===== config.mk =====
export PLATFORM = sky130hd
export DESIGN_NAME = shift_arb_seq
export DESIGN_NICKNAME = d
export VERILOG_FILES = /design/src/rtl/shift_ctl_pkg.sv /design/src/rtl/barrel_shift_left.sv /design/src/rtl/shift_arb_seq.sv
export SDC_FILE = /design/constraint.sdc
export NUM_CORES = 1
export LEC_CHECK = 0
export ABC_CLOCK_PERIOD_IN_PS = 2600
export BUFFER_PORTS_ARGS = -buffer_cell sky130_fd_sc_hd__buf_2
export CORE_UTILIZATION = 50
export CTS_CLUSTER_SIZE = 10
export DETAILED_ROUTE_END_ITERATION = 10
export PLACE_DENSITY = 0.76
export SLEW_MARGIN = 10
export SYNTH_ARGS = -nofsm -noshare
export SYNTH_HDL_FRONTEND = slang
export SYNTH_SLANG_ARGS = --single-unit

===== constraint.sdc =====
create_clock -name clk -period 2.6 [get_ports clk]
set_clock_uncertainty 0.05 [all_clocks]
set_input_delay 0 -clock clk [delete_from_list [all_inputs] [get_ports clk]]
set_output_delay 0 -clock clk [all_outputs]
set_load 0.1 [all_outputs]

===== src/rtl/shift_ctl_pkg.sv =====
// Shared types and constants for the arbitrated multi-pass left shifter.
package shift_ctl_pkg;

  localparam int unsigned DW_DEF   = 64;
  localparam int unsigned AW_DEF   = 6;
  localparam int unsigned SAW      = 5;   // per-pass shifter amount width
  localparam int unsigned PASS_BIG = 16;  // fixed amount of the two extra passes
  localparam int unsigned PASS_CW  = 2;   // pass counter width (max 3 passes)

  typedef enum logic [1:0] {
    ST_IDLE  = 2'd0,
    ST_SHIFT = 2'd1,
    ST_RESP  = 2'd2
  } state_e;

endpackage


===== src/rtl/barrel_shift_left.sv =====
// Logarithmic left barrel shifter with zero fill, one stage per amount bit.
module barrel_shift_left #(
  parameter int unsigned DW = 64,
  parameter int unsigned SW = 5
) (
  input  logic [DW-1:0] data_i,
  input  logic [SW-1:0] amt_i,
  output logic [DW-1:0] data_o
);

  logic [DW-1:0] stage [SW+1];

  assign stage[0] = data_i;

  for (genvar k = 0; k < SW; k++) begin : g_stage
    assign stage[k+1] = amt_i[k] ? (stage[k] << (1 << k)) : stage[k];
  end

  assign data_o = stage[SW];

endmodule


===== src/rtl/shift_arb_seq.sv =====
// Two-requester round-robin front end feeding a multi-pass 5-bit left shifter;
// amounts of 32 or more are split into passes of 16, 16 and the low five bits.
module shift_arb_seq
  import shift_ctl_pkg::*;
#(
  parameter int unsigned DW = DW_DEF,
  parameter int unsigned AW = AW_DEF
) (
  input  logic          clk,
  input  logic          rst,
  input  logic          req0_valid,
  output logic          req0_ready,
  input  logic [DW-1:0] req0_data,
  input  logic [AW-1:0] req0_amt,
  input  logic          req1_valid,
  output logic          req1_ready,
  input  logic [DW-1:0] req1_data,
  input  logic [AW-1:0] req1_amt,
  output logic          rsp_valid,
  input  logic          rsp_ready,
  output logic [DW-1:0] rsp_data,
  output logic          rsp_id,
  output logic          busy
);

  state_e               state_q, state_d;
  logic                 last_q, last_d;
  logic [DW-1:0]        w_q, w_d;
  logic                 id_q, id_d;
  logic [PASS_CW-1:0]   pass_q, pass_d;
  logic [SAW-1:0]       low_q, low_d;

  logic [SAW-1:0]       samt;
  logic [DW-1:0]        w_shifted;
  logic                 grant0, grant1;
  logic [AW-1:0]        amt_sel;

  // Extra passes run at the fixed amount; the final pass uses the low bits.
  assign samt = (pass_q > PASS_CW'(1)) ? SAW'(PASS_BIG) : low_q;

  barrel_shift_left #(
    .DW (DW),
    .SW (SAW)
  ) u_shift (
    .data_i (w_q),
    .amt_i  (samt),
    .data_o (w_shifted)
  );

  // Round robin: on a tie the requester that did not win last time is granted.
  assign grant0 = req0_valid && (!req1_valid || last_q);
  assign grant1 = req1_valid && (!req0_valid || !last_q);

  assign req0_ready = !rst && (state_q == ST_IDLE) && grant0;
  assign req1_ready = !rst && (state_q == ST_IDLE) && grant1;

  assign rsp_valid = (state_q == ST_RESP);
  assign rsp_data  = w_q;
  assign rsp_id    = id_q;
  assign busy      = (state_q != ST_IDLE);

  always_comb begin
    state_d = state_q;
    last_d  = last_q;
    w_d     = w_q;
    id_d    = id_q;
    pass_d  = pass_q;
    low_d   = low_q;
    amt_sel = grant1 ? req1_amt : req0_amt;
    unique case (state_q)
      ST_IDLE: begin
        if (grant0 || grant1) begin
          w_d     = grant1 ? req1_data : req0_data;
          id_d    = grant1;
          last_d  = grant1;
          low_d   = amt_sel[SAW-1:0];
          pass_d  = amt_sel[AW-1] ? PASS_CW'(3) : PASS_CW'(1);
          state_d = ST_SHIFT;
        end
      end
      ST_SHIFT: begin
        w_d    = w_shifted;
        pass_d = pass_q - PASS_CW'(1);
        if (pass_q == PASS_CW'(1)) begin
          state_d = ST_RESP;
        end
      end
      ST_RESP: begin
        if (rsp_ready) begin
          state_d = ST_IDLE;
        end
      end
      default: state_d = ST_IDLE;
    endcase
  end

  always_ff @(posedge clk or posedge rst) begin
    if (rst) begin
      state_q <= ST_IDLE;
      last_q  <= 1'b1;
      w_q     <= '0;
      id_q    <= 1'b0;
      pass_q  <= '0;
      low_q   <= '0;
    end else begin
      state_q <= state_d;
      last_q  <= last_d;
      w_q     <= w_d;
      id_q    <= id_d;
      pass_q  <= pass_d;
      low_q   <= low_d;
    end
  end

endmodule


==> impl_results.md <==
* DP Wirelength at 28.9 mm
* Buf+Inv Stages, Crit Path at 2
* Vias at between 10,000 and 15,000
* Initial core utilization at 51.9%
* Hold Vio Cnt, Final at 0
* Total Wirelength at slightly above 40 mm
* Fin cells at between 1,500 and 2,000
* Mapped Area at ~8400 µm²
* WHS at 0.0254 ns
* Worst setup SP type: register
* CP max stage delay at 0.48 ns
* RePlAce Congestion at between 0.9 and 1
* Crit Path Max Fanout at 25
* Mean area per synthesized cell at approximately 7.1 µm²
* Cell Chain, Critical Path: ha_2 -> nand2b_4 -> buf_12 -> clkbuf_16 -> a31oi_1 -> o22ai_1 -> o22ai_1 -> a221oi_1 -> a22oi_1
* Type of the most critical hold path: input pin to register
* CP startpoint: pass_q[0]
* Hold Path Depth at 5
* Vias in the first global route at 10,396
* Post-Synth XOR/XNOR Area at 0%
* CTS sink count at 75
* Share of cells above drive strength 1 at 25.4%
* Hold_sp: req1_data[13]
* DR WL met3 at between 5 and 6 mm
* Slew Limit Fails at 0
* Antenna Nets Post-Route at 0
* CTS tree: built
* Sequential fraction of the synthesis area at 22.4%
* Synth Area in Compound Gates at between 40 and 50%
* Met2 routed WL at 17.3 mm
* First-pass iteration count of the detailed router at 6
* Status: completed
* CP Depth at 9
* Most common cell after layout, fill and taps aside: buf_2
* Row count at 46
* DR DRC count at 0
* Initial antenna violation count at 1
* Setup CP Type: register to register
* Number of setup violations in the final report at 0
* Clock tree buffer depth at 2
* Final WS setup at between 0.06 and 0.07 ns
* Post-synth EDFFs at 0
* Nets@finish at roughly 1,500
* Gate Count Post-Synth at 1,181
* Largest net degree at the start of global routing at between 80 and 90
* Post-DP Area at ~10,000 µm²
* Finished Cell Area at 10,700 µm²
* PortBufs at 213
* Die area at 17,300 µm²
* Fin crit period at approximately 2.5 ns
* Layout area overhead at 28.0%
* GRT overflow at 0
* R2R depth at 9
* Post-synth net total at 1,327
* Met1 wire length at 15.6 mm
* CTS H-tree lvls at 3
* Fin crit share at 97.4%
* DIE WIDTH at 131 µm
* Flops & latches, synth at 75
* Die Y-Extent at 131 µm
* Critical path's slowest cell: o22ai_1
* WP data arrival at 2.75 ns
* R2R Path Start: pass_q[0]
* CTS root buf: clkbuf_16
* Worst-skew pair later-pin latency at ~0.36 ns
* Post-DR vias/cell at 7.01
* Highest routed layer: met5
* DP Cell Count at 1,576
* Ys Warns at 0
* Clock transition at path regs at 0.07 ns
* Post-synthesis mux area share at 9.45%
* Core area at 16,100 µm²
* Primary FF master, synth: dfrtp_1
* Cell mode on critical path: o22ai_1
* Max Freq at a little under 0.4 GHz
* Post-synth cell types at 60
* Synth Area in Adders at 0.150%
* GR Util All Layers at 45.0%
* Global-route wire length before repair at 60.3 mm
* RSZ-0062 raised after global routing: false
* Pre-CTS setup slack at -0.216 ns
* Max Cap Viol at 0
* Async SR Flop Fraction at 100%
* Most frequent cells in the layout: buf_2 (213), a21oi_1 (117), nor2_1 (114)
* CTS Buf Count at 9
* WL/cell at 24.9 µm
* Initial drt markers at approximately 1,800
* Critical path required time at 2.82 ns
* Nature of the critical path endpoint: register
* Slew headroom at ~49%
* Largest family of logic cells by synthesized area: compound AO/OA/AOI/OAI gates
* CP top delay family: compound AO/OA/AOI/OAI gates
* I/O pin count at 214
* Synth Area in Simple Gates at 16.9%
* Slew @ Worst Pin at 0.759 ns
==> state kept, by name, summed over array words and instances (netlist names) <==
register	count
low_q	5
pass_q	2
state_q	2
rsp_data	64
rsp_id	1
last_q	1
==> layout make-up <==
| type | instances | area, µm² |
|---|---|---|
| Fill cell | 1416 | 5410 |
| Multi-Input combinational cell | 934 | 5760 |
| Clock inverter | 3 | 20.0 |
| Timing Repair Buffer | 322 | 2290 |
| Sequential cell | 75 | 1880 |
| Inverter | 52 | 195 |
| Clock buffer | 13 | 280 |
| Tap cell | 216 | 270 |
| Antenna cell | 1 | 2.50 |
==> repair_timing <==
item	in CTS	in global routing
pin swaps	0	1
setup endpoints to repair	6	37
setup buffers	0	1
hold buffers	20	0
gates cloned	0	2
gates resized for setup	4	15
hold endpoints to repair	25	0
==> cell families (layout without fill, tap and decap cells) <==
family	count (synthesis)	count (layout)
DFF	75	75
adders and majority gates	1	1
AOI/OAI and AO/OA	527	527
and+or+nand+nor	328	328
other	0	1
buffers and inverters	172	390
muxes	78	78
==> synthesized netlist by cell type (21+ instances only) <==
master	instances	area share [%]
o211ai_1	62	5.6
nand2_1	112	5.0
nor2_1	118	5.3
a31oi_1	64	4.8
a22oi_1	21	1.9
o21ai_0	96	5.7
mux2i_1	73	8.7
inv_1	50	2.2
dfrtp_1	74	22
nand3_1	51	3.1
o22ai_1	46	3.4
o221ai_1	41	4.3
a21oi_1	118	7.1
clkbuf_1	40	1.8
buf_2	49	2.9
==> final timing paths <==
check,end,slack (ns)
hold reg to reg,rsp_id,0.44
min in group asynchronous,state_q[1],0.20
max in group asynchronous,rsp_data[39],1.55
setup reg to reg,rsp_data[30],0.07
setup / recovery,rsp_data[30],0.07
hold / removal,rsp_data[13],0.03
==> metal layers <==
layer,GRT usage [%],vias to the layer above
met3,14.0,151
met5,0,-
met1,59.9,5284
met2,67.8,939
met4,17.1,2
li1,-,4949
==> stage by stage <==
| step | utilization, % | TNS (ns) |
|---|---|---|
| 4_1_cts | 65.6 | 0 |
| 3_3_place_gp | 62.4 | -0.217 |
| 5_1_grt | 66.4 | 0 |
| 6_report | 66.4 | 0 |
| 3_5_place_dp | 62.4 | -0.306 |
| 2_1_floorplan | - | 0 |
==> worst reg2reg max path, cell delays in order, from the launching register on <==
cell	delay, ns
dfrtp_1	0.40
ha_2	0.23
nand2b_4	0.21
buf_12	0.16
clkbuf_16	0.20
a31oi_1	0.19
o22ai_1	0.11
o22ai_1	0.48
a221oi_1	0.20
a22oi_1	0.23
Power is not shown: default switching activity piles up to over one toggle a cycle in this logic, so the estimate is an artifact.
